==> src/rtl/fir_pkg.sv <==
// fir_pkg
// Shared definitions for the time-multiplexed FIR filter:
//   clog2      - ceiling log2 used to size indices and the accumulator
//   firState_t - FSM state encoding (IDLE, MAC, DONE)
//   saturate   - clamps a sign-extended accumulator value to an output width
package fir_pkg;

    typedef enum logic [1:0] {
        IDLE = 2'd0,
        MAC  = 2'd1,
        DONE = 2'd2
    } firState_t;

    // Working width for saturation; any ACC_W up to this width is handled by
    // sign-extending the accumulator into it before the call.
    localparam int SAT_W = 64;

    function automatic int clog2(input int value);
        int result;
        result = 0;
        while ((1 << result) < value) begin
            result++;
        end
        return result;
    endfunction

    // Clamp a signed value (already sign-extended from ACC_W to SAT_W) to the
    // signed range of an outW-bit result. The caller truncates to outW bits.
    function automatic logic signed [SAT_W-1:0] saturate(
        input logic signed [SAT_W-1:0] value,
        input int                      outW
    );
        logic signed [SAT_W-1:0] maxVal;
        logic signed [SAT_W-1:0] minVal;
        maxVal = $signed((SAT_W'(1) << (outW - 1)) - SAT_W'(1));
        minVal = ~maxVal;
        if (value > maxVal) begin
            return maxVal;
        end else if (value < minVal) begin
            return minVal;
        end
        return value;
    endfunction

endpackage

==> src/rtl/fir_filter_param_coef.sv <==
// fir_coef_bank
// TAPS x COEF_W coefficient register file. One synchronous write port and a
// combinational read port addressed by the MAC tap index.
//   iClk_12MHz - clock
//   iRst       - asynchronous active-high reset, clears every coefficient
//   iWrEn      - write enable (already gated with "not busy" by the caller)
//   iWrAddr    - write index; indices >= TAPS are ignored
//   iWrData    - signed coefficient to store
//   iRdAddr    - read index (tap index)
//   oRdData    - coefficient at iRdAddr, 0 for out-of-range indices
module fir_coef_bank #(
    parameter int TAPS   = 16,
    parameter int COEF_W = 12,
    parameter int ADDR_W = 4
) (
    input  logic                     iClk_12MHz,
    input  logic                     iRst,
    input  logic                     iWrEn,
    input  logic [ADDR_W-1:0]        iWrAddr,
    input  logic signed [COEF_W-1:0] iWrData,
    input  logic [ADDR_W-1:0]        iRdAddr,
    output logic signed [COEF_W-1:0] oRdData
);

    logic signed [COEF_W-1:0] coefMem [TAPS];

    always_ff @(posedge iClk_12MHz or posedge iRst) begin
        if (iRst) begin
            for (int i = 0; i < TAPS; i++) begin
                coefMem[i] <= '0;
            end
        end else if (iWrEn && (int'(iWrAddr) < TAPS)) begin
            coefMem[iWrAddr] <= iWrData;
        end
    end

    assign oRdData = (int'(iRdAddr) < TAPS) ? coefMem[iRdAddr] : '0;

endmodule

==> src/rtl/fir_filter_param.sv <==
// fir_filter_param
// Time-multiplexed FIR filter: one shared multiplier walks all TAPS taps in
// the cycles between 600 kHz sample strobes.
//   iClk_12MHz       - sole clock, rising edge
//   iRst             - asynchronous active-high reset
//   iEnSample_600kHz - one-cycle sample strobe
//   iFirIn           - signed input sample, valid with the strobe
//   iCoefWr          - coefficient write enable (ignored while oBusy)
//   iCoefAddr        - coefficient index
//   iCoefData        - signed coefficient value
//   oFirOut          - saturated, scaled result, held between updates
//   oFirValid        - one-cycle pulse when oFirOut updates
//   oBusy            - high from strobe acceptance through the valid pulse
//   oOverrun         - sticky; a strobe arrived while a pass was running
//
// state | meaning
// IDLE  | waiting for a strobe; coefficient writes allowed once oBusy drops
// MAC   | one tap per cycle, acc += x[k]*c[k], k = 0..TAPS-1
// DONE  | scale, saturate and register the result, pulse oFirValid
module fir_filter_param
    import fir_pkg::*;
#(
    parameter int  IN_W   = 3,
    parameter int  COEF_W = 12,
    parameter int  TAPS   = 16,
    parameter int  OUT_W  = 16,
    parameter int  SHIFT  = 0,
    localparam int ADDR_W = (clog2(TAPS) < 1) ? 1 : clog2(TAPS)
) (
    input  logic                     iClk_12MHz,
    input  logic                     iRst,
    input  logic                     iEnSample_600kHz,
    input  logic signed [IN_W-1:0]   iFirIn,
    input  logic                     iCoefWr,
    input  logic [ADDR_W-1:0]        iCoefAddr,
    input  logic signed [COEF_W-1:0] iCoefData,
    output logic signed [OUT_W-1:0]  oFirOut,
    output logic                     oFirValid,
    output logic                     oBusy,
    output logic                     oOverrun
);

    localparam int PROD_W = IN_W + COEF_W;
    localparam int ACC_W  = IN_W + COEF_W + clog2(TAPS);

    firState_t                 state;
    logic signed [IN_W-1:0]    xLine [TAPS];
    logic [ADDR_W-1:0]         tapIdx;
    logic signed [ACC_W-1:0]   acc;
    logic signed [IN_W-1:0]    xTap;
    logic signed [COEF_W-1:0]  coefTap;
    logic signed [PROD_W-1:0]  product;

    fir_coef_bank #(
        .TAPS   (TAPS),
        .COEF_W (COEF_W),
        .ADDR_W (ADDR_W)
    ) uCoefBank (
        .iClk_12MHz (iClk_12MHz),
        .iRst       (iRst),
        .iWrEn      (iCoefWr && !oBusy),
        .iWrAddr    (iCoefAddr),
        .iWrData    (iCoefData),
        .iRdAddr    (tapIdx),
        .oRdData    (coefTap)
    );

    // Tap 0 is first read in the cycle after the strobe, so a coefficient
    // written on the strobe edge is already visible to this pass.
    assign xTap    = xLine[tapIdx];
    assign product = PROD_W'(xTap) * PROD_W'(coefTap);

    always_ff @(posedge iClk_12MHz or posedge iRst) begin
        if (iRst) begin
            state     <= IDLE;
            tapIdx    <= '0;
            acc       <= '0;
            oFirOut   <= '0;
            oFirValid <= 1'b0;
            oBusy     <= 1'b0;
            oOverrun  <= 1'b0;
            for (int k = 0; k < TAPS; k++) begin
                xLine[k] <= '0;
            end
        end else begin
            oFirValid <= 1'b0;

            // Busy covers the valid cycle too; a strobe accepted in that
            // same cycle re-asserts it below.
            if (oFirValid) begin
                oBusy <= 1'b0;
            end

            if (iEnSample_600kHz && (state != IDLE)) begin
                oOverrun <= 1'b1;
            end

            case (state)
                IDLE: begin
                    if (iEnSample_600kHz) begin
                        for (int k = TAPS - 1; k > 0; k--) begin
                            xLine[k] <= xLine[k-1];
                        end
                        xLine[0] <= iFirIn;
                        tapIdx   <= '0;
                        acc      <= '0;
                        oBusy    <= 1'b1;
                        state    <= MAC;
                    end
                end
                MAC: begin
                    acc    <= acc + ACC_W'(product);
                    tapIdx <= tapIdx + ADDR_W'(1);
                    if (tapIdx == ADDR_W'(TAPS - 1)) begin
                        state <= DONE;
                    end
                end
                DONE: begin
                    oFirOut   <= OUT_W'(saturate(SAT_W'(acc >>> SHIFT), OUT_W));
                    oFirValid <= 1'b1;
                    state     <= IDLE;
                end
                default: begin
                    state <= IDLE;
                end
            endcase
        end
    end

endmodule

==> config.mk <==
export PLATFORM = sky130hd
export DESIGN_NAME = fir_filter_param
export DESIGN_NICKNAME = d
export VERILOG_FILES = /design/src/rtl/fir_pkg.sv /design/src/rtl/fir_filter_param_coef.sv /design/src/rtl/fir_filter_param.sv
export SDC_FILE = /design/constraint.sdc
export NUM_CORES = 1
export LEC_CHECK = 0
export CAP_MARGIN = 5
export CORE_UTILIZATION = 44
export DETAILED_ROUTE_END_ITERATION = 8
export DONT_BUFFER_PORTS = 1
export PLACE_DENSITY_LB_ADDON = 0.2
export RECOVER_POWER = 100
export SYNTH_ARGS = -nofsm -noshare
export SYNTH_HDL_FRONTEND = slang
export SYNTH_SLANG_ARGS = --single-unit
==> constraint.sdc <==
create_clock -name iClk_12MHz -period 13.3 [get_ports iClk_12MHz]
set_clock_uncertainty 0.1 [all_clocks]
set_input_delay 2.66 -clock iClk_12MHz [delete_from_list [all_inputs] [get_ports iClk_12MHz]]
set_output_delay 2.66 -clock iClk_12MHz [all_outputs]
set_load 0.02 [all_outputs]
# --- Word-level counts from Yosys, hierarchy flattened ---
# Cells that the tools add are included.
op_classes:
  add_sub_neg: 2
  multipliers: 1
  magnitude_cmp: 5
  eq_ne: 5
  n_mux: 26
  bitwise: 2
  reduce_logical: 10
op_table:
  columns: ["cell", "n"]
  rows:
  - ["192-bit bitwise mux", 1]
  - ["12-bit binary-select mux with 4-bit select", 1]
  - ["12-bit demux with 4-bit select", 1]
  - ["16-bit two-way mux", 3]
  - ["19-bit one-hot mux with 2 select lines", 1]
  - ["12-bit two-way mux", 3]
  - ["19-bit by 15-bit adder with 19-bit output", 1]
  - ["19-bit by 16-bit greater-than comparator with 1-bit output, second input constant", 1]
  - ["19-bit by 16-bit < comparator with 1-bit output, second input constant", 1]
  - ["19-bit two-way mux", 1]
  - ["3-bit by 12-bit multiplier with 15-bit output", 1]
  - ["3-bit binary-select mux with 4-bit select", 1]
  - ["5-bit >= comparator, second input constant", 2]
  - ["4-bit inverter with 5-bit output", 2]
  - ["4-bit one-hot mux with 2 select lines", 1]
  - ["1-bit two-way mux", 7]
  - ["3-bit two-way mux", 2]
  - ["2-bit AND reduction", 3]
  - ["5-bit by 1-bit < comparator with 1-bit output, second input constant", 1]
  - ["4-bit by 1-bit adder with 4-bit output, second input constant", 1]
  - ["4-bit equality test, second input constant", 1]
  - ["2-bit two-way mux", 2]
  - ["4-bit two-way mux", 1]
  - ["2-bit != test, second input constant", 2]
  - ["other kinds (7)", 10]
word_totals:
  reg_bits: 284
  in_bits: 23
  output_inout_bits: 19
  word_cells: 90

# --- Longest topological paths before layout ---
# Gate-level depths: netlist (run 1).
depth:
  depth_word: 7
  mapped_depth: 21
  depth_no_buf: 18

# --- Hierarchy ---
# A second synthesis (run 1) with hierarchy kept.
unflattened:
  hier_cells: 1157
  area_unflattened_um2: 14405.1
modules_own_cells:
  columns: ["mod", "n_inst", "cells_per_inst", "area_per_inst_um2", "seq_area_each_um2"]
  rows:
  - ["fir_coef_bank", 1, 543, 8639.5, 4804.6]
  - ["fir_filter_param", 1, 614, 5765.5, 2302.2]

# --- Least setup slack after synthesis (run 1) ---
# No wires, ideal clock.
synth_path:
  path_type: "register to register"
  start: "register tapIdx[0]"
  end: "register acc[10]"
  arrival_ns: 5.011
  slack_ns: 8.068
  stages_incl_launch_ff: 20
  period_less_slack_ns: 5.232
  cell_sequence: "dfrtp_1 -> buf_6 -> buf_8 -> buf_2 -> mux4_2 -> mux2_2 -> a21oi_1 -> nand2b_1 -> fa_1 -> fa_1 -> fa_1 -> inv_1 -> ha_1 -> fa_1 -> a21o_1 -> nand4_1 -> a21boi_1 -> o21a_1 -> or3_1 -> a32o_1"
synth_via:
  elab_chain_cells: 7
  elab_cells_between_ends: 10
  cone_classes: "add/sub: 1; mul: 1; mux: 7; bitwise: 1"
synth_lines:
  columns: ["element", "line", "text"]
  rows:
  - ["start, declared", "fir_filter_param.sv:48", "logic [ADDR_W-1:0] tapIdx;"]
  - ["start signal, assigned", "fir_filter_param.sv:113", "tapIdx <= tapIdx + ADDR_W'(1);"]
  - ["4-bit inverter with 5-bit output (implied by the code) *", "fir_filter_param_coef.sv:37, fir_filter_param.sv:70", null]
  - ["3-bit binary-select mux with 4-bit select or 12-bit binary-select mux with 4-bit select (tied branches)", "fir_filter_param.sv:70, fir_filter_param_coef.sv:37", null]
  - ["3-bit two-way mux (implied by the code) or 12-bit two-way mux (tied branches) (2 in a row)", "fir_filter_param.sv:70, fir_filter_param_coef.sv:37", null]
  - ["3-bit by 12-bit multiplier with 15-bit output *", "fir_filter_param.sv:71", "assign product = PROD_W'(xTap) * PROD_W'(coefTap);"]
  - ["19-bit by 15-bit adder with 19-bit output *", "fir_filter_param.sv:112", "acc <= acc + ACC_W'(product);"]
  - ["19-bit one-hot mux with 2 select lines *", "fir_filter_param.sv:98", "case (state)"]
  - ["end signal, assigned", "fir_filter_param.sv:112", null]
  - ["end, declared", "fir_filter_param.sv:49", "logic signed [ACC_W-1:0] acc;"]
# Every way passes the cells marked *; elsewhere a longest branch is shown, timed or not. The select of a mux whose other input is x is not followed.
# A chain may end at the register's enable or synchronous reset.

# --- Worst setup path after layout (run 1) ---
layout_path:
  start: "register tapIdx[1]"
  end: "register acc[10]"
# The elaborated chain is that of the path after synthesis.

==> results.ini, run 1 <==
[floorplan]
die_h_um = 184
start_util = 0.446
die_w_um = 184
rows = 66
core_area_sq_um = 32500
die_area_sq_um = 33700
io_pins = 42

[grt]
grt_max_degree = 144
grtUsageTotal = 0.200
grt_pass1_wl_mm = 52.1
grt_pass1_vias = 9121
grt_overflow = 0
antenna_found_initial = 0

[setup_path]
critical_path_required_ns = 13.60
end_kind = flop
critPathMaxFanout = 47
critical_path_class = reg2reg
cp.arrival_ns = 9.09
start_kind = flop
r2r_setup_slack_ns = 4.51

[timing]
worst_slew_pin_slew_ns = 6.53
drv_slew = 351
setup_viol = 0
rsz0062_at_grt = false
hold_violations = 0
finalCriticalPeriod_ns = 8.79
slew_headroom = -3.38
max_freq_ghz = 0.114
fin_crit_sh = 0.661
setup_tns_ns = 0

[power_and_ir_drop]
total_power_mw = 4.17
power_density_nw_per_um2 = 262
ir_worst_vdd_mv = 0.161
leakage_nw = 7.57

[clock_network]
clkTransAtPathRegs_ns = 0.05
cts_sinks = 284
cts_tree = yes
holdBufCountCts = 0
cts_buffer_depth = 3
insertion_delay_ns = 0.52
ctsResizeCount = 0
post_cts_buffers = 0
cts_root_buf = clkbuf_16
cts_max_level = 2
numCtsBuffers = 34

[flow_run]
cap_violations = 7

[finish]
final_core_util = 0.489
syn_to_final_growth_pct = 9.63
nFillCells = 2904
diodes = 0
nets = 1200
drive_gt1_frac = 0.307

[place]
portBuffers = 0
gp_congestion = 0.803
detailedPlacementHpwl_mm = 19.6

[logic_synthesis]
synth_top_flop_cell = dfrtp_1
syn_area_sq_um = 14500
ys_seq_elements = 284
synth_cells = 1137
yosysWarnings = 0
yosysSeqAreaShare = 0.489
synth_edf_count = 0
yosysUniqueCellTypes = 50
synth-async-reset-ratio = 1.00
syn_nets = 1227
avgSynthCellArea_sq_um = 12.8

[hold_path]
hold_path.class = reg2reg

[drt]
wl_mm = 31.8
first_pass_iters = 5
vias = 8738
drt_iter0_markers = 394
drc = 0
wl_per_cell_um = 20.2
vias_per_cell = 5.55
detail-route-antenna-nets = 0

[run_status]
violations = capacitance limit, slew limit
status = finished, violations left

## worst paths after layout
kind                                 from               endpoint  cells after the start
worst min register to register   xLine[2]               xLine[2]                      2
worst max-delay path            tapIdx[1]                acc[10]                     17
worst min-delay path             xLine[2]               xLine[2]                      2
min in group asynchronous            iRst  uCoefBank.coefMem[35]                      1
max in group asynchronous            iRst              tapIdx[0]                      1
worst max register to register  tapIdx[1]                acc[10]                     17
## cell usage after synthesis (2+ instances only)
cell	instances	area, sq um
nor2_1	36	135
nor3_1	4	20.0
and3_1	6	37.5
a21o_1	5	37.5
a21oi_1	14	70.1
inv_1	21	78.8
buf_1	3	11.3
mux4_2	60	1350
a21oi_2	5	43.8
nand2_1	183	687
a211oi_1	2	15.0
nor2b_1	20	125
clkbuf_1	46	173
dfrtp_1	284	7110
buf_2	20	100
buf_6	5	56.3
o31ai_1	3	22.5
nand3_1	22	110
nor2_2	10	62.6
nand4_1	10	62.6
ha_1	38	475
a221o_1	15	150
xnor2_1	3	26.3
mux2_2	206	2320
mux2i_1	17	170
a221oi_1	2	17.5
or4_1	2	15.0
o21ai_0	24	120
xor2_1	8	70.1
nand2b_1	6	37.5
o21ai_1	2	10.0
fa_1	29	581
o21ai_2	6	52.6
a31oi_1	4	25.0
## power by group
group / total [mW] / switching [mW] / internal [mW]
clock network: 0.936 / 0.365 / 0.570
logic: 1.98 / 1.06 / 0.923
registers: 1.25 / 0.175 / 1.08
## layout make-up
cell class | instances | area (sq um) | share of cell area
sequential | 284 | 7110 | 0.447
clock inverter | 6 | 104 | 0.00652
clock buffer | 53 | 1020 | 0.0643
multi-input combinational | 756 | 6970 | 0.438
tap | 442 | 553 | 0.0347
inverter | 21 | 80.1 | 0.00503
timing repair buffer | 13 | 78.8 | 0.00495
## metal layers
metal,GRT usage,wire length [um],vias to the layer above
met1,0.288,15200,4585
met2,0.317,14900,133
met3,0.0303,1080,38
met5,0,0,-
met4,0.0460,564,0
li1,-,-,3982
## placed cells by master, fill, tap and decap left out, types with 20 or more instances in the layout
master / synthesis / routed
nor2b_1: 20 / 20
clkbuf_16: 0 / 35
fa_1: 29 / 29
dfrtp_1: 284 / 281
nand2_1: 183 / 183
ha_1: 38 / 38
mux2_2: 206 / 206
nor2_1: 36 / 36
o21ai_0: 24 / 26
nand3_1: 22 / 22
mux4_2: 60 / 60
inv_1: 21 / 20
## worst max-delay path, stage by stage, from the launching register on
cell	delay [ns]
dfrtp_2	0.40
clkbuf_1	2.38
mux4_2	0.49
mux2_2	0.29
o21ai_0	1.39
nand2b_1	0.27
fa_1	0.42
fa_1	0.49
fa_1	0.51
inv_1	0.05
ha_1	0.21
fa_1	0.41
a21o_1	0.21
nand4_1	0.12
a21boi_0	0.13
o21a_1	0.20
or3_1	0.31
a32o_1	0.24
## registers in the layout, summed over array words and instances (netlist names)
register	flops
tapIdx	4
oBusy	1
acc	19
uCoefBank.coefMem	192
oOverrun	1
xLine	48
oFirValid	1
state	2
oFirOut	16
## stage by stage
step                hold slack (ns)  instances  worst slack, ns  instance area (sq um)
finish                        0.370       1575             4.51                  15900
floorplan                     0.341       1137             2.70                  14500
CTS                           0.376       1575             6.91                  16000
global route                  0.388       1575             3.92                  15900
global placement              0.355       1516             7.00                  14900
detailed placement            0.361       1516             6.94                  14900
## kinds of logic (layout without fill, tap and decap cells)
| group | after synthesis | after routing | share of synthesized area |
|---|---|---|---|
| simple gates | 304 | 304 | 0.0917 |
| flops | 284 | 284 | 0.489 |
| mux | 283 | 283 | 0.265 |
| buf+inv | 97 | 93 | 0.0304 |
| compound gates | 91 | 91 | 0.0446 |
| fa+ha+maj | 67 | 67 | 0.0727 |
| xor+xnor | 11 | 11 | 0.00664 |
No activity file was read; power rests on OpenSTA's default activity.
==> run 2: changes to the inputs <==
- clock period: 13.3 -> 8.58 ns (I/O delays scaled with it)
==> results.ini, run 2 (synthesis gave the netlist of run 1 again) <==
[run_status]
status = finished, violations left
violations = capacitance limit, slew limit

[setup_path]
r2r_start = tapIdx[0]
critPathMaxFanout = 38
cp.arrival_ns = 7.11
cp_common_cell = fa_1
critical_path_class = reg2reg
cp_num_buf_inv = 1
critical_path_required_ns = 8.93
critPathTopFamily = adder cells
reg2reg_to = acc[10]
r2r_setup_slack_ns = 1.82
end_kind = flop
path_cells = mux4_2 > mux2_2 > o21ai_0 > nand2b_1 > fa_1 > fa_1 > fa_1 > inv_1 > ha_1 > fa_1 > a21o_1 > nand4_1 > a21boi_0 > o21a_1 > or3_1 > a32o_1
crit_path_top_delay_cell = o21ai_0
start_kind = flop
reg2reg_depth = 16
critical-path-max-stage-delay_ns = 1.17

[finish]
diodes = 0
mostFrequentLayoutCells = dfrtp_1, mux2_2, nand2_1
final_common_cell = dfrtp_1
syn_to_final_growth_pct = 8.81
seq_area_sq_um = 7110
multi_input_area_sq_um = 6970
nFillCells = 2938
fin_cells = 1572
top_regs = uCoefBank.coefMem: 192 flops, xLine: 48 flops, acc: 19 flops
largest_reg_flops = 192
nets = 1199
regMostFlops = uCoefBank.coefMem
drive_gt1_frac = 0.304

[timing]
setup_tns_ns = 0
worst_slew_pin_slew_ns = 3.86
setup_viol = 0
timing.hold.ws_ns = 0.373
rsz0062_at_grt = false
fin_crit_sh = 0.788
slew_headroom = -1.57
hold_violations = 0
max_freq_ghz = 0.148
finalCriticalPeriod_ns = 6.76
setup_ws_ns = 1.82
drv_slew = 275

[floorplan]
start_util = 0.446
die_w_um = 184
rows = 66
die_area_sq_um = 33700
io_pins = 42
core_area_sq_um = 32500
die_h_um = 184

[power_and_ir_drop]
pwr-share-seq = 0.313
leakage_nw = 7.52
switching_share = 0.389
total_power_mw = 6.28
switchingPower_mw = 2.45
p_comb_frac = 0.479
ir_worst_vdd_mv = 0.253
p_clk_frac = 0.208
power_density_nw_per_um2 = 397
intPower_mw = 3.83

[clock_network]
holdBufCountCts = 0
cts_tree = yes
cts_buffer_depth = 3
clkTransAtPathRegs_ns = 0.06
numCtsBuffers = 31
cts_root_buf = clkbuf_16
ctsResizeCount = 0
post_cts_buffers = 0
cts_max_level = 1
insertion_delay_ns = 0.58
cts_sinks = 284

[flow_run]
cap_violations = 7

[place]
pre_cts_slack_ns = 2.21
place_inst = 1518
portBuffers = 0
gp_congestion = 0.826
detailedPlacementHpwl_mm = 19.4

[grt]
antenna_found_initial = 0
grtUsageTotal = 0.200
grt_max_degree = 172
grt_pass1_wl_mm = 52.3
grt_pass1_vias = 9132
grt_overflow = 0

[hold_path]
hold_depth = 2
hp-start = xLine[1]
worstHoldEndpoint = xLine[1]
hold_path.class = reg2reg

[drt]
detail-route-antenna-nets = 0
drc = 0
wl_mm = 31.7
drt_iter0_markers = 455
wl_per_cell_um = 20.2
vias_per_cell = 5.53
vias = 8686
first_pass_iters = 4

[run 2: layer usage]
metal	vias up	global-route usage	routed length [um]
met5	-	0	0
met4	0	0.0500	731
met3	45	0.0329	1220
met2	130	0.318	14700
met1	4513	0.286	15100
li1	3998	-	-
[run 2: layout make-up]
class / instances / share of cell area
multi-input cells: 756 / 0.441
inverters: 21 / 0.00507
flip-flops and latches: 284 / 0.450
clock inverters: 6 / 0.00443
repair buffers: 15 / 0.00602
well taps: 442 / 0.0350
clock buffers: 48 / 0.0582
[run 2: worst max-delay path by stage]
stage	from	end	slack, ns	cells past startpoint
after global placement	tapIdx[0]	acc[18]	2.29	16
after global routing	iRst	tapIdx[2]	1.07	2
after floorplan	iRst	acc[0]	3.00	1
after detailed placement	tapIdx[0]	acc[14]	2.21	16
after CTS	tapIdx[0]	acc[18]	2.20	16
final	tapIdx[0]	acc[10]	1.82	16
[run 2: power groups by stage]
stage	Combinational, mW	Clock (mW)	Sequential [mW]
final	3.01	1.31	1.97
after global routing	3.42	1.40	2.02
after CTS	3.07	1.34	1.97
after detailed placement	3.06	0	2.00
after global placement	3.03	0	1.99
after floorplan	2.58	0	1.84
[run 2: per-stage QoR]
stage	instance area [sq um]	utilization
3_5_place_dp	14900	0.457
3_3_place_gp	14900	0.457
5_1_grt	15800	0.486
4_1_cts	15900	0.488
2_1_floorplan	14500	-
6_report	15800	0.486
[run 2: worst register-to-register path: cells and delay by family (launching register included)]
kind	cells	cell delay (ns)
AOI/OAI and AO/OA	5	1.94
adders and majority gates	5	2.09
buffers and inverters	1	0.05
DFF	1	0.92
muxes	2	0.87
and+or+nand+nor	3	0.67
